File: config.mk
export PLATFORM = sky130hd
export DESIGN_NAME = sensor_packet_injector
export DESIGN_NICKNAME = d
export VERILOG_FILES = /design/src/rtl/mnoc_flit_pkg.sv /design/src/rtl/sample_fifo.sv /design/src/rtl/sensor_packet_injector.sv
export SDC_FILE = /design/constraint.sdc
export NUM_CORES = 1
export LEC_CHECK = 0
export BUFFER_PORTS_ARGS = -buffer_cell sky130_fd_sc_hd__buf_2
export CAP_MARGIN = 20
export CORE_AREA = 2 2 131 133
export DETAILED_ROUTE_END_ITERATION = 8
export DIE_AREA = 0 0 133 135
export PLACE_DENSITY = 0.72
export SETUP_SLACK_MARGIN = 0.3
export SYNTH_ARGS = -nofsm -noshare
export SYNTH_HDL_FRONTEND = slang
export SYNTH_SLANG_ARGS = --single-unit
File: constraint.sdc
create_clock -name clk -period 4.75 [get_ports clk]
set_input_delay 0 -clock clk [delete_from_list [all_inputs] [get_ports clk]]
set_output_delay 0 -clock clk [all_outputs]
set_load 0.01 [all_outputs]
File: src/rtl/mnoc_flit_pkg.sv
// Shared flit format, injector FSM encoding and sample-queue entry layout
// for the mesh sensor packet injector.
package mnoc_flit_pkg;

  localparam int unsigned FLIT_W    = 18;
  localparam int unsigned TYPE_W    = 2;
  localparam int unsigned PAYLOAD_W = 16;
  localparam int unsigned NODE_W    = 4;
  localparam int unsigned SEQ_W     = 8;
  localparam int unsigned ENTRY_W   = 32;

  localparam logic [TYPE_W-1:0] FLIT_HEAD = 2'b01;
  localparam logic [TYPE_W-1:0] FLIT_BODY = 2'b00;
  localparam logic [TYPE_W-1:0] FLIT_TAIL = 2'b10;

  typedef enum logic [1:0] {StIdle, StHead, StBody, StTail} inj_state_e;

  typedef struct packed {
    logic [PAYLOAD_W-1:0] sample;
    logic [PAYLOAD_W-1:0] ts;
  } sample_entry_t;

  // A sample whose low nibble equals our own id is redirected to the neighbour id.
  function automatic logic [FLIT_W-1:0] make_head(input logic [PAYLOAD_W-1:0] sample,
                                                  input logic [NODE_W-1:0]    src,
                                                  input logic [SEQ_W-1:0]     seq);
    logic [NODE_W-1:0] dst;
    dst = (sample[NODE_W-1:0] == src) ? (sample[NODE_W-1:0] ^ 4'h1) : sample[NODE_W-1:0];
    return {FLIT_HEAD, src, dst, seq};
  endfunction

endpackage

File: src/rtl/sample_fifo.sv
// Synchronous sample queue; a push into a full queue is accepted when a pop
// happens in the same cycle.
module sample_fifo #(
  parameter int unsigned Width = 32,
  parameter int unsigned Depth = 4
) (
  input  logic             clk,
  input  logic             rst,
  input  logic             push,
  input  logic [Width-1:0] wdata,
  input  logic             pop,
  output logic [Width-1:0] rdata,
  output logic             full,
  output logic             empty
);

  localparam int unsigned PtrW = (Depth > 1) ? $clog2(Depth) : 1;
  localparam logic [PtrW:0] DepthC = (PtrW + 1)'(Depth);

  logic [Width-1:0] mem_q [Depth];
  logic [PtrW-1:0]  wr_ptr_q, rd_ptr_q;
  logic [PtrW:0]    count_q;
  logic             do_push, do_pop;

  assign empty   = (count_q == '0);
  assign full    = (count_q == DepthC);
  assign do_pop  = pop && !empty;
  assign do_push = push && (!full || do_pop);
  assign rdata   = mem_q[rd_ptr_q];

  always_ff @(posedge clk) begin
    if (do_push) mem_q[wr_ptr_q] <= wdata;
  end

  always_ff @(posedge clk) begin
    if (rst) begin
      wr_ptr_q <= '0;
      rd_ptr_q <= '0;
      count_q  <= '0;
    end else begin
      if (do_push) wr_ptr_q <= wr_ptr_q + 1'b1;
      if (do_pop)  rd_ptr_q <= rd_ptr_q + 1'b1;
      if (do_push && !do_pop)      count_q <= count_q + 1'b1;
      else if (do_pop && !do_push) count_q <= count_q - 1'b1;
    end
  end

endmodule

File: src/rtl/sensor_packet_injector.sv
// Timestamps non-zero sensor samples, queues them and serialises each one as a
// head/body/tail packet toward the local router port.
module sensor_packet_injector
  import mnoc_flit_pkg::*;
#(
  parameter logic [3:0]  SRC_ID     = 4'd0,
  parameter int unsigned FIFO_DEPTH = 4
) (
  input  logic              clk,
  input  logic              rst,
  input  logic              enable,
  input  logic [15:0]       priority_sensor,
  output logic              flit_valid,
  input  logic              flit_ready,
  output logic [FLIT_W-1:0] flit_data,
  output logic              busy,
  output logic [7:0]        drop_count
);

  inj_state_e        state_q, state_d;
  sample_entry_t     pkt_q, pkt_d;
  sample_entry_t     fifo_wdata, fifo_rdata;
  logic [FLIT_W-1:0] flit_q, flit_d;
  logic [SEQ_W-1:0]  seq_q, seq_d;
  logic [15:0]       ts_q;
  logic [7:0]        drop_q;
  logic              capture, pop, fifo_full, fifo_empty, drop;

  assign capture    = enable && (priority_sensor != 16'h0000);
  assign fifo_wdata = '{sample: priority_sensor, ts: ts_q};
  assign drop       = capture && fifo_full && !pop;

  sample_fifo #(
    .Width (ENTRY_W),
    .Depth (FIFO_DEPTH)
  ) u_fifo (
    .clk   (clk),
    .rst   (rst),
    .push  (capture),
    .wdata (fifo_wdata),
    .pop   (pop),
    .rdata (fifo_rdata),
    .full  (fifo_full),
    .empty (fifo_empty)
  );

  always_comb begin
    state_d = state_q;
    pkt_d   = pkt_q;
    seq_d   = seq_q;
    flit_d  = flit_q;
    pop     = 1'b0;
    unique case (state_q)
      StIdle: begin
        if (!fifo_empty) begin
          pop     = 1'b1;
          pkt_d   = fifo_rdata;
          flit_d  = make_head(fifo_rdata.sample, SRC_ID, seq_q);
          state_d = StHead;
        end
      end
      StHead: begin
        if (flit_ready) begin
          flit_d  = {FLIT_BODY, pkt_q.sample};
          state_d = StBody;
        end
      end
      StBody: begin
        if (flit_ready) begin
          flit_d  = {FLIT_TAIL, pkt_q.ts};
          state_d = StTail;
        end
      end
      StTail: begin
        if (flit_ready) begin
          seq_d = seq_q + 8'd1;
          // Chain straight into the next packet so no bubble follows the tail.
          if (!fifo_empty) begin
            pop     = 1'b1;
            pkt_d   = fifo_rdata;
            flit_d  = make_head(fifo_rdata.sample, SRC_ID, seq_d);
            state_d = StHead;
          end else begin
            flit_d  = '0;
            state_d = StIdle;
          end
        end
      end
      default: state_d = StIdle;
    endcase
  end

  always_ff @(posedge clk) begin
    if (rst) begin
      state_q <= StIdle;
      pkt_q   <= '0;
      flit_q  <= '0;
      seq_q   <= '0;
      ts_q    <= '0;
      drop_q  <= '0;
    end else begin
      state_q <= state_d;
      pkt_q   <= pkt_d;
      flit_q  <= flit_d;
      seq_q   <= seq_d;
      ts_q    <= ts_q + 16'd1;
      if (drop && (drop_q != 8'hFF)) drop_q <= drop_q + 8'd1;
    end
  end

  assign flit_valid = (state_q != StIdle);
  assign flit_data  = flit_q;
  assign busy       = (state_q != StIdle) || !fifo_empty;
  assign drop_count = drop_q;

endmodule
# Word-level counts from Yosys, hierarchy flattened
# Memory sizes are Yosys's and may differ from the RTL's. A register that Yosys moved wholly into a read port is not among the register bits.
# Cells that the tools add are included.
totals:
  ff_bits: 91
  mem_bits_rw: 128
  memories: 1
mem_list:
  columns: ["memory", "words", "width", "read_ports", "rd_ports_with_merged_regs", "wr", "line_no", "source"]
  rows:
  - ["u_fifo.mem_q", 4, 32, 1, 1, 1, "sample_fifo.sv:20", "logic [Width-1:0] mem_q [Depth];"]
op_classes:
  n_addsub: 7
  eq_ne: 9
  mux: 25
  bitwise_logic: 1
  n_reduce_logical: 25
op_table:
  columns: ["cell", "count"]
  rows:
  - ["2-to-1 mux 18 bit", 4]
  - ["case mux 18 bit (4 select lines)", 1]
  - ["2-to-1 mux 32 bit", 2]
  - ["case mux 32 bit (2 select lines)", 1]
  - ["2-to-1 mux 17 bit", 1]
  - ["adder 16 x 1 -> 16 bit, second input constant", 1]
  - ["adder 8 x 1 -> 8 bit, second input constant", 2]
  - ["nonzero test 16 bit", 1]
  - ["2-to-1 mux 2 bit", 6]
  - ["logical AND 1 bit", 8]
  - ["inequality test 2 bit, second input constant", 4]
  - ["inequality test 8 bit, second input constant", 1]
  - ["case mux 2 bit (4 select lines)", 1]
  - ["2-to-1 mux 1 bit", 6]
  - ["2-to-1 mux 3 bit", 2]
  - ["nonzero test 2 bit", 3]
  - ["logical NOT 1 bit", 5]
  - ["adder 2 x 1 -> 2 bit, second input constant", 2]
  - ["== test 2 bit, second input constant", 2]
  - ["logical NOT 4 bit", 1]
  - ["AND reduction 2 bit", 2]
  - ["AND reduction 4 bit", 1]
  - ["adder 3 x 1 -> 3 bit, second input constant", 1]
  - ["== test 3 bit, second input constant", 1]
  - ["other kinds (7)", 8]

# Depth between registers and ports, before layout
# Gate-level depths: netlist of the first run.
depth:
  word_depth: 11
  depth_mapped: 12
  depth_no_buf: 11

# By module
# Synthesis of the first run repeated with hierarchy kept, for this count alone.
unflattened:
  cells_unflattened: 674
  hier_area_um2: 8851.0
modules_own_cells:
  columns: ["module", "n_inst", "cells_each", "area_each_um2", "seq_area_each_um2"]
  rows:
  - ["sample_fifo", 1, 215, 5107.4, 4023.9]
  - ["sensor_packet_injector", 1, 459, 3743.6, 1681.6]

# Least setup slack after synthesis of the first run
# No wires, ideal clock.
synth_path:
  path_type: "flip-flop to flip-flop"
  startpoint: "reg state_q[1]"
  endpoint: "reg u_fifo.count_q[2]"
  setup_ns: 0.070
  arrival_ns: 2.726
  required_ns: 4.680
  path_slack_ns: 1.953
  stages_incl_launch_ff: 12
  path_buffers: 1
  period_less_slack_ns: 2.797
  path_cell_list: "dfxtp_1 inv_1 ha_1 o211ai_1 nor2b_2 buf_6 ha_1 inv_1 fa_1 xor2_1 or3_1 a21oi_1"
synth_via:
  elab_chain_cells: 8
  elab_cells_between_ends: 12
synth_rtl:
  columns: ["item", "line_no", "source"]
  rows:
  - ["start: declaration", "sensor_packet_injector.sv:20", "inj_state_e state_q, state_d;"]
  - ["start signal: assignment", "sensor_packet_injector.sv:95", "state_q <= StIdle;"]
  - ["start signal: assignment", "sensor_packet_injector.sv:102", "state_q <= state_d;"]
  - ["== test 2 bit / logical NOT 2 bit (equally long branches)", "sensor_packet_injector.sv:53", "unique case (state_q)"]
  - ["case mux 1 bit (2 select lines) *", "sensor_packet_injector.sv:53", null]
  - ["logical AND 1 bit *", "sample_fifo.sv:27", "assign do_pop = pop && !empty;"]
  - ["logical OR 1 bit *", "sample_fifo.sv:28", "assign do_push = push && (!full || do_pop);"]
  - ["logical AND 1 bit *", "sample_fifo.sv:28", null]
  - ["named net u_fifo.do_push", "sample_fifo.sv:23", "logic do_push, do_pop;"]
  - ["logical NOT 1 bit", "sample_fifo.sv:44", "else if (do_pop && !do_push) count_q <= count_q - 1'b1;"]
  - ["logical AND 1 bit", "sample_fifo.sv:44", null]
  - ["nonzero test 2 bit (no line)", null, null]
  - ["end signal: assignment", "sample_fifo.sv:43", "if (do_push && !do_pop) count_q <= count_q + 1'b1;"]
  - ["end signal: assignment", "sample_fifo.sv:44", null]
  - ["end: declaration", "sample_fifo.sv:22", "logic [PtrW:0] count_q;"]
# Mark *: on every way through the listed nets, which the timed path passes. The rest lies on a longest branch.
# A chain may end at the register's enable or synchronous reset.

# Final worst setup path of the first run
layout_path:
  startpoint: "reg state_q[1]"
  endpoint: "reg u_fifo.count_q[2]"
layout_via:
  elab_chain_cells: 8
  elab_cells_between_ends: 12
layout_rtl:
  columns: ["item", "line_no"]
  rows:
  - ["== test 2 bit / logical NOT 2 bit (equally long branches)", "sensor_packet_injector.sv:53"]
  - ["case mux 1 bit (2 select lines) *", "sensor_packet_injector.sv:53"]
  - ["logical AND 1 bit *", "sample_fifo.sv:27"]
  - ["logical OR 1 bit", "sample_fifo.sv:28"]
  - ["logical AND 1 bit", "sample_fifo.sv:28"]
  - ["logical NOT 1 bit", "sample_fifo.sv:44"]
  - ["logical AND 1 bit", "sample_fifo.sv:44"]
  - ["nonzero test 2 bit (no line)", null]
# Mark *: on every way between the ends. The rest lies on a longest branch, timed or not.

==> impl_metrics.py, run 1 <==
metrics = {
    "run_status": {
        "status": "finished clean",
    },
    "sta": {
        "slew_headroom": 0.281,
        "setup_viol_count_final": 0,
        "period_needed_ps": 3370,
        "rsz0062_at_grt": "no",
        "tns_ps": 0,
        "clock.fmax_ghz": 0.297,
        "max_slew.worst_pin.slew_ps": 1080,
        "clock_skew_ps": 17.4,
        "hold_violations": 0,
        "period_share": 0.710,
        "drv_slew": 0,
    },
    "yosys": {
        "synth_nets": 717,
        "async_flop_share": 0,
        "synth_ff_type": "edfxtp_1",
        "ys_seq_area_frac": 0.642,
        "yosys_warnings": 0,
        "synth.distinct_cells": 48,
        "yosysTopAreaCell": "edfxtp_1",
        "synth_fa_ha_area_frac": 0.0220,
        "synth_area_mm2": 0.00888,
        "synth_compound_gate_area_share": 0.0803,
        "synth_edf_count": 128,
        "ys_ff_latch": 221,
        "yosys-top-cells-area": "edfxtp_1, dfxtp_1, mux4_2",
        "synth.top_cell.area_share": 0.433,
        "synth_area_per_cell_um2": 13.0,
        "syn_inst": 682,
        "synth_top_family_by_area": "simple AND/OR/NAND/NOR gates",
        "synthXorXnorAreaFrac": 0.0217,
        "synth_simple_gate_area_frac": 0.117,
        "synthMuxAreaShare": 0.0938,
    },
    "critical_path": {
        "cp_cell_sequence": "ha_1 -> a21oi_1 -> o211ai_1 -> nor2b_2 -> ha_1 -> inv_1 -> fa_1 -> xor2_1 -> or3_1 -> a21oi_1",
        "path_class": "flop to flop",
        "required_ps": 5180,
        "critPathMaxStageDelay_ps": 550,
        "critPathArrivalTime_ps": 3810,
        "cp-end-kind": "flop",
        "r2r_slack_ps": 1380,
        "startpoint_type": "flop",
        "crit_slowest_cell": "o211ai_1",
        "r2r_start": "state_q[1]",
        "reg2regPathDepth": 10,
        "timing.rr.end": "u_fifo.count_q[2]",
        "crit_fanout": 11,
        "crit_start": "state_q[1]",
    },
    "layout": {
        "ff_latch_area_mm2": 0.00571,
        "drive_gt1_frac": 0.180,
        "final_cell_mix": "edfxtp_1, dfxtp_1, nand2_1, a21oi_1, buf_2",
        "fillCellCount": 1242,
        "multi_input_area_mm2": 0.00299,
        "nets": 780,
        "syn_to_final_growth_pct": 16.1,
        "diodes": 0,
        "final_common_cell": "edfxtp_1",
    },
    "detailed_routing": {
        "detail-route-antenna-nets": 0,
        "drt_pre_antenna_iters": 5,
        "route.detailed.drc": 0,
        "first_iter_violations": 618,
        "viasPerCell": 5.86,
        "drt-total-wl_um": 19000,
        "num_vias": 5756,
        "post_drt_wl_per_cell_um": 19.3,
    },
    "global_routing": {
        "grt.total_usage": 0.215,
        "grt_pass1_wl_um": 30300,
        "grt_pass1_vias": 5691,
        "grt_start_max_net_pins": 87,
        "antenna_found_initial": 0,
        "grt_remaining_overflow": 0,
    },
    "clock_tree": {
        "cts_tree": "built",
        "numCtsBuffers": 23,
        "clkSinkCount": 221,
        "cts_max_path_buffers": 3,
        "clock_latency_ps": 520,
        "cts_root_buf": "clkbuf_16",
        "post-cts-setup-buffers": 0,
        "ctsHoldBuffers": 19,
        "cts-resized-gates": 0,
        "cts.clk_slew.worst_paths_ps": 60,
        "cts.htree.levels": 1,
    },
    "die": {
        "initial_utilization": 0.541,
        "die_width_um": 133,
        "die_area_mm2": 0.0180,
        "pin_count": 48,
        "row_count": 47,
        "core_mm2": 0.0164,
        "dieHeight_um": 135,
    },
    "placed_design": {
        "dp_hpwl_um": 11400,
        "gp_congestion": 0.806,
        "port_buffers": 47,
    },
    "min_path": {
        "hp-start": "enable",
        "whs_path_depth": 4,
        "min_to": "drop_count[1]",
        "hold_path.class": "input port to flop",
    },
    "job": {
        "maxCapViolCount": 0,
    },
    "power_and_ir_drop": {
        "vdd_drop_max_uv": 412,
        "total_power_mw": 5.92,
        "powerDensity_mw_per_mm2": 574,
        "leakage_nw": 3.60,
    },
}
-- report_power, final --
part	switching, mW	internal, mW	total, mW
Clock	0.741	1.13	1.87
Sequential	0.168	2.33	2.50
Combinational	0.972	0.580	1.55
-- worst max path at each step --
stage / to / cells after the start
floorplan: u_fifo.count_q[2] / 11
global placement: u_fifo.count_q[2] / 10
detailed placement: u_fifo.count_q[2] / 10
CTS: u_fifo.count_q[2] / 10
global route: u_fifo.count_q[2] / 10
finish: u_fifo.count_q[2] / 10
-- metal layers --
layer,GRT usage,routed length (µm),vias up
met1,0.276,7810,2841
met4,0.0669,428,0
met5,0,0,-
li1,-,-,2670
met3,0.0368,1170,38
met2,0.377,9580,207
-- registers in the layout, indices dropped and copies added, names as in the netlist, named ones only --
name / flops
u_fifo.rd_ptr_q: 2
pkt_q: 32
drop_count: 8
ts_q: 16
u_fifo.mem_q: 128
seq_q: 8
u_fifo.count_q: 3
u_fifo.wr_ptr_q: 2
flit_data: 18
state_q: 2
-- Yosys cell counts, drive strengths merged, types with 3 or more instances --
cell type,instances
and2,5
and3,3
edfxtp,128
and4,3
or4,5
xnor2,10
nor4,7
xor2,12
a22o,9
nand2,89
nor3,16
o211ai,6
or3,5
nand4,10
inv,10
ha,14
o21ai,18
nand3,16
mux4,32
buf,10
mux2i,3
clkbuf,29
a21oi,52
nand2b,5
nor2,45
a221oi,11
nor2b,9
mux2,7
dfxtp,93
nor4b,4
-- critical path, delay by kind of cell, from the launching register on --
kind,cells,cell delay (ps)
buffers and inverters,1,60
AO/OA/AOI/OAI,3,860
adder cells (fa/ha/maj),3,1060
XOR/XNOR,1,160
AND/OR/NAND/NOR,2,740
flip-flops,1,420
-- cell type report --
type                            instances  share of cell area
Tap cell                              220              0.0267
Sequential cell                       221               0.554
Clock buffer                           28              0.0586
Inverter                               10             0.00364
Timing Repair Buffer                   77              0.0493
Clock inverter                         14              0.0182
Multi-Input combinational cell        412               0.290
-- per-stage QoR --
step | util | setup slack, ps | cells | area (µm²) | hold WS (ps)
final | 0.628 | 1380 | 982 | 10300 | 29.5
after global routing | 0.628 | 1070 | 982 | 10300 | 35.7
after CTS | 0.628 | 1390 | 982 | 10300 | 26.0
after detailed placement | 0.569 | 1420 | 921 | 9330 | 234
after global placement | 0.569 | 1570 | 921 | 9330 | 225
after floorplan | - | 1950 | 682 | 8880 | 98.9
-- kinds of logic (layout without fill, tap and decap cells) --
kind of cell               Yosys count  count (layout)
xor gates and xnor gates            22              22
muxes                               42              42
adders and majority gates           15              15
and+or+nand+nor                    222             222
buffers and inverters               49             129
AOI/OAI and AO/OA                  111             111
DFF                                221             221
Power figures use the tool's default switching activity.
==> run 2, diff against run 1 <==
- clock period: 4.75 -> 3.45 ns (I/O delays scaled with it)
==> run 2 against run 1 <==
Net effect: clock skew down 9.4 ps; sequential share of layout area up 0.22 points; core utilization down 0.24 points; critical path depth unchanged; flip-flop and latch count unchanged; maximum frequency up 15%; critical path type unchanged; critical endpoint unchanged; largest power group unchanged; highest routed layer unchanged.
==> impl_metrics.py, run 2 (synthesis gave the netlist of run 1 again) <==
metrics = {
    "placed_design": {
        "gp_congestion": 0.873,
        "port_buffers": 47,
        "dp_hpwl_um": 11600,
    },
    "min_path": {
        "whs_path_depth": 5,
        "min_to": "drop_count[2]",
        "hp-start": "enable",
        "hold_path.class": "input port to flop",
    },
    "clock_tree": {
        "cts_tree": "built",
        "clock_latency_ps": 510,
        "cts_max_path_buffers": 3,
        "cts.clk_slew.worst_paths_ps": 60,
        "cts.htree.levels": 1,
        "cts_root_buf": "clkbuf_16",
        "post-cts-setup-buffers": 0,
        "clkSinkCount": 221,
        "numCtsBuffers": 23,
    },
    "sta": {
        "max_slew.worst_pin.slew_ps": 970,
        "period_share": 0.848,
        "setup_viol_count_final": 0,
        "period_needed_ps": 2930,
        "drv_slew": 0,
        "rsz0062_at_grt": "no",
        "clock_skew_ps": 8.06,
        "slew_headroom": 0.354,
        "hold-worst-slack_ps": 74.8,
        "tns_ps": 0,
        "clock.fmax_ghz": 0.342,
        "hold_violations": 0,
    },
    "layout": {
        "nets": 783,
        "fillCellCount": 1230,
        "ff_latch_area_mm2": 0.00571,
        "syn_to_final_growth_pct": 15.6,
        "multi_input_area_mm2": 0.00299,
        "final_cell_mix": "edfxtp_1, dfxtp_1, nand2_1, a21oi_1, buf_2",
        "final_common_cell": "edfxtp_1",
        "largest_reg_flops": 128,
        "largest_register": "u_fifo.mem_q",
        "drive_gt1_frac": 0.187,
    },
    "global_routing": {
        "grt_pass1_vias": 5645,
        "grt.total_usage": 0.207,
        "grt_start_max_net_pins": 56,
        "antenna_found_initial": 1,
        "grt_remaining_overflow": 0,
        "grt_pass1_wl_um": 29300,
    },
    "power_and_ir_drop": {
        "leakage_nw": 3.58,
        "powerDensity_mw_per_mm2": 774,
        "vdd_drop_max_uv": 593,
    },
    "detailed_routing": {
        "post_drt_wl_per_cell_um": 18.7,
        "num_vias": 5715,
        "viasPerCell": 5.80,
        "route.detailed.drc": 0,
        "drt-total-wl_um": 18500,
        "first_iter_violations": 463,
        "detail-route-antenna-nets": 0,
        "drt_pre_antenna_iters": 5,
    },
    "critical_path": {
        "critPathArrivalTime_ps": 3360,
        "crit_fanout": 7,
        "required_ps": 3880,
        "r2r_start": "state_q[1]",
        "startpoint_type": "flop",
        "cp_cell_sequence": "inv_1 -> ha_1 -> o211ai_1 -> nor2b_2 -> ha_1 -> inv_1 -> fa_1 -> xor2_1 -> or3_1 -> a21oi_1",
        "reg2regPathDepth": 10,
        "r2r_slack_ps": 520,
        "crit_slowest_cell": "dfxtp_1",
        "path_class": "flop to flop",
        "critPathMaxStageDelay_ps": 430,
        "cp-end-kind": "flop",
        "timing.rr.end": "u_fifo.count_q[2]",
    },
    "die": {
        "initial_utilization": 0.541,
        "die_width_um": 133,
        "pin_count": 48,
        "die_area_mm2": 0.0180,
        "row_count": 47,
        "core_mm2": 0.0164,
        "dieHeight_um": 135,
    },
    "job": {
        "maxCapViolCount": 0,
    },
    "run_status": {
        "status": "finished clean",
    },
}
## run 2: changes by cell type in the layout (fill, tap and decap cells not counted), sizes merged
cell	delta
clkbuf	+4
clkinvlp	-1
clkinv	-1
dlygate4sd3	-2
diode	+1
buf	+5
bufinv	-3
## run 2: power by group
| part | internal (mW) | switching (mW) |
|---|---|---|
| Clock | 1.39 | 0.966 |
| Sequential | 3.20 | 0.236 |
| Combinational | 0.824 | 1.33 |
| Total | 5.42 | 2.53 |
## run 2: stage by stage
stage | worst slack (ps) | total power, mW | cells | util | cell area, µm²
finish | 523 | 7.95 | 985 | 0.626 | 10300
global route | 325 | 8.33 | 985 | 0.626 | 10300
CTS | 444 | 7.99 | 984 | 0.626 | 10300
detailed placement | 444 | 5.61 | 926 | 0.571 | 9370
global placement | 642 | 5.54 | 926 | 0.571 | 9370
floorplan | 653 | 4.93 | 682 | - | 8880
## run 2: area by class of cell
type	count	share of cell area
Multi-Input combinational cell	412	0.291
Sequential cell	221	0.556
Antenna cell	1	0.000244
Clock inverter	9	0.00768
Timing Repair Buffer	80	0.0512
Tap cell	220	0.0268
Inverter	10	0.00365
Clock buffer	32	0.0634
## run 2: how the worst max path moves through the flow
stage | start | to | slack (ps)
2_1_floorplan | state_q[1] | u_fifo.count_q[2] | 650
3_3_place_gp | state_q[1] | u_fifo.count_q[2] | 640
3_5_place_dp | state_q[1] | u_fifo.count_q[2] | 440
5_1_grt | state_q[1] | u_fifo.count_q[2] | 320
4_1_cts | state_q[1] | u_fifo.count_q[2] | 440
6_report | state_q[1] | u_fifo.count_q[2] | 520
## run 2: critical path, delay by kind of cell, from the launching register on
| kind | cells | cell delay (ps) |
|---|---|---|
| AOI/OAI and AO/OA | 2 | 390 |
| adders and majority gates | 3 | 1010 |
| and+or+nand+nor | 2 | 670 |
| xor gates and xnor gates | 1 | 160 |
| DFF | 1 | 430 |
| buffers and inverters | 2 | 180 |
## run 2: layer usage
metal | global-route usage | up-vias | routed length (µm)
met1 | 0.268 | 2797 | 7660
met2 | 0.358 | 202 | 9130
met4 | 0.0747 | 0 | 565
met3 | 0.0342 | 46 | 1110
met5 | 0 | - | 0
li1 | - | 2670 | -
## run 2: what timing repair did
action / in CTS / in global routing
hold buffers: 17 / 0
gates resized for setup: 0 / 1
setup endpoints to repair: 0 / 1
endpoints found under the hold margin: 68 / 0
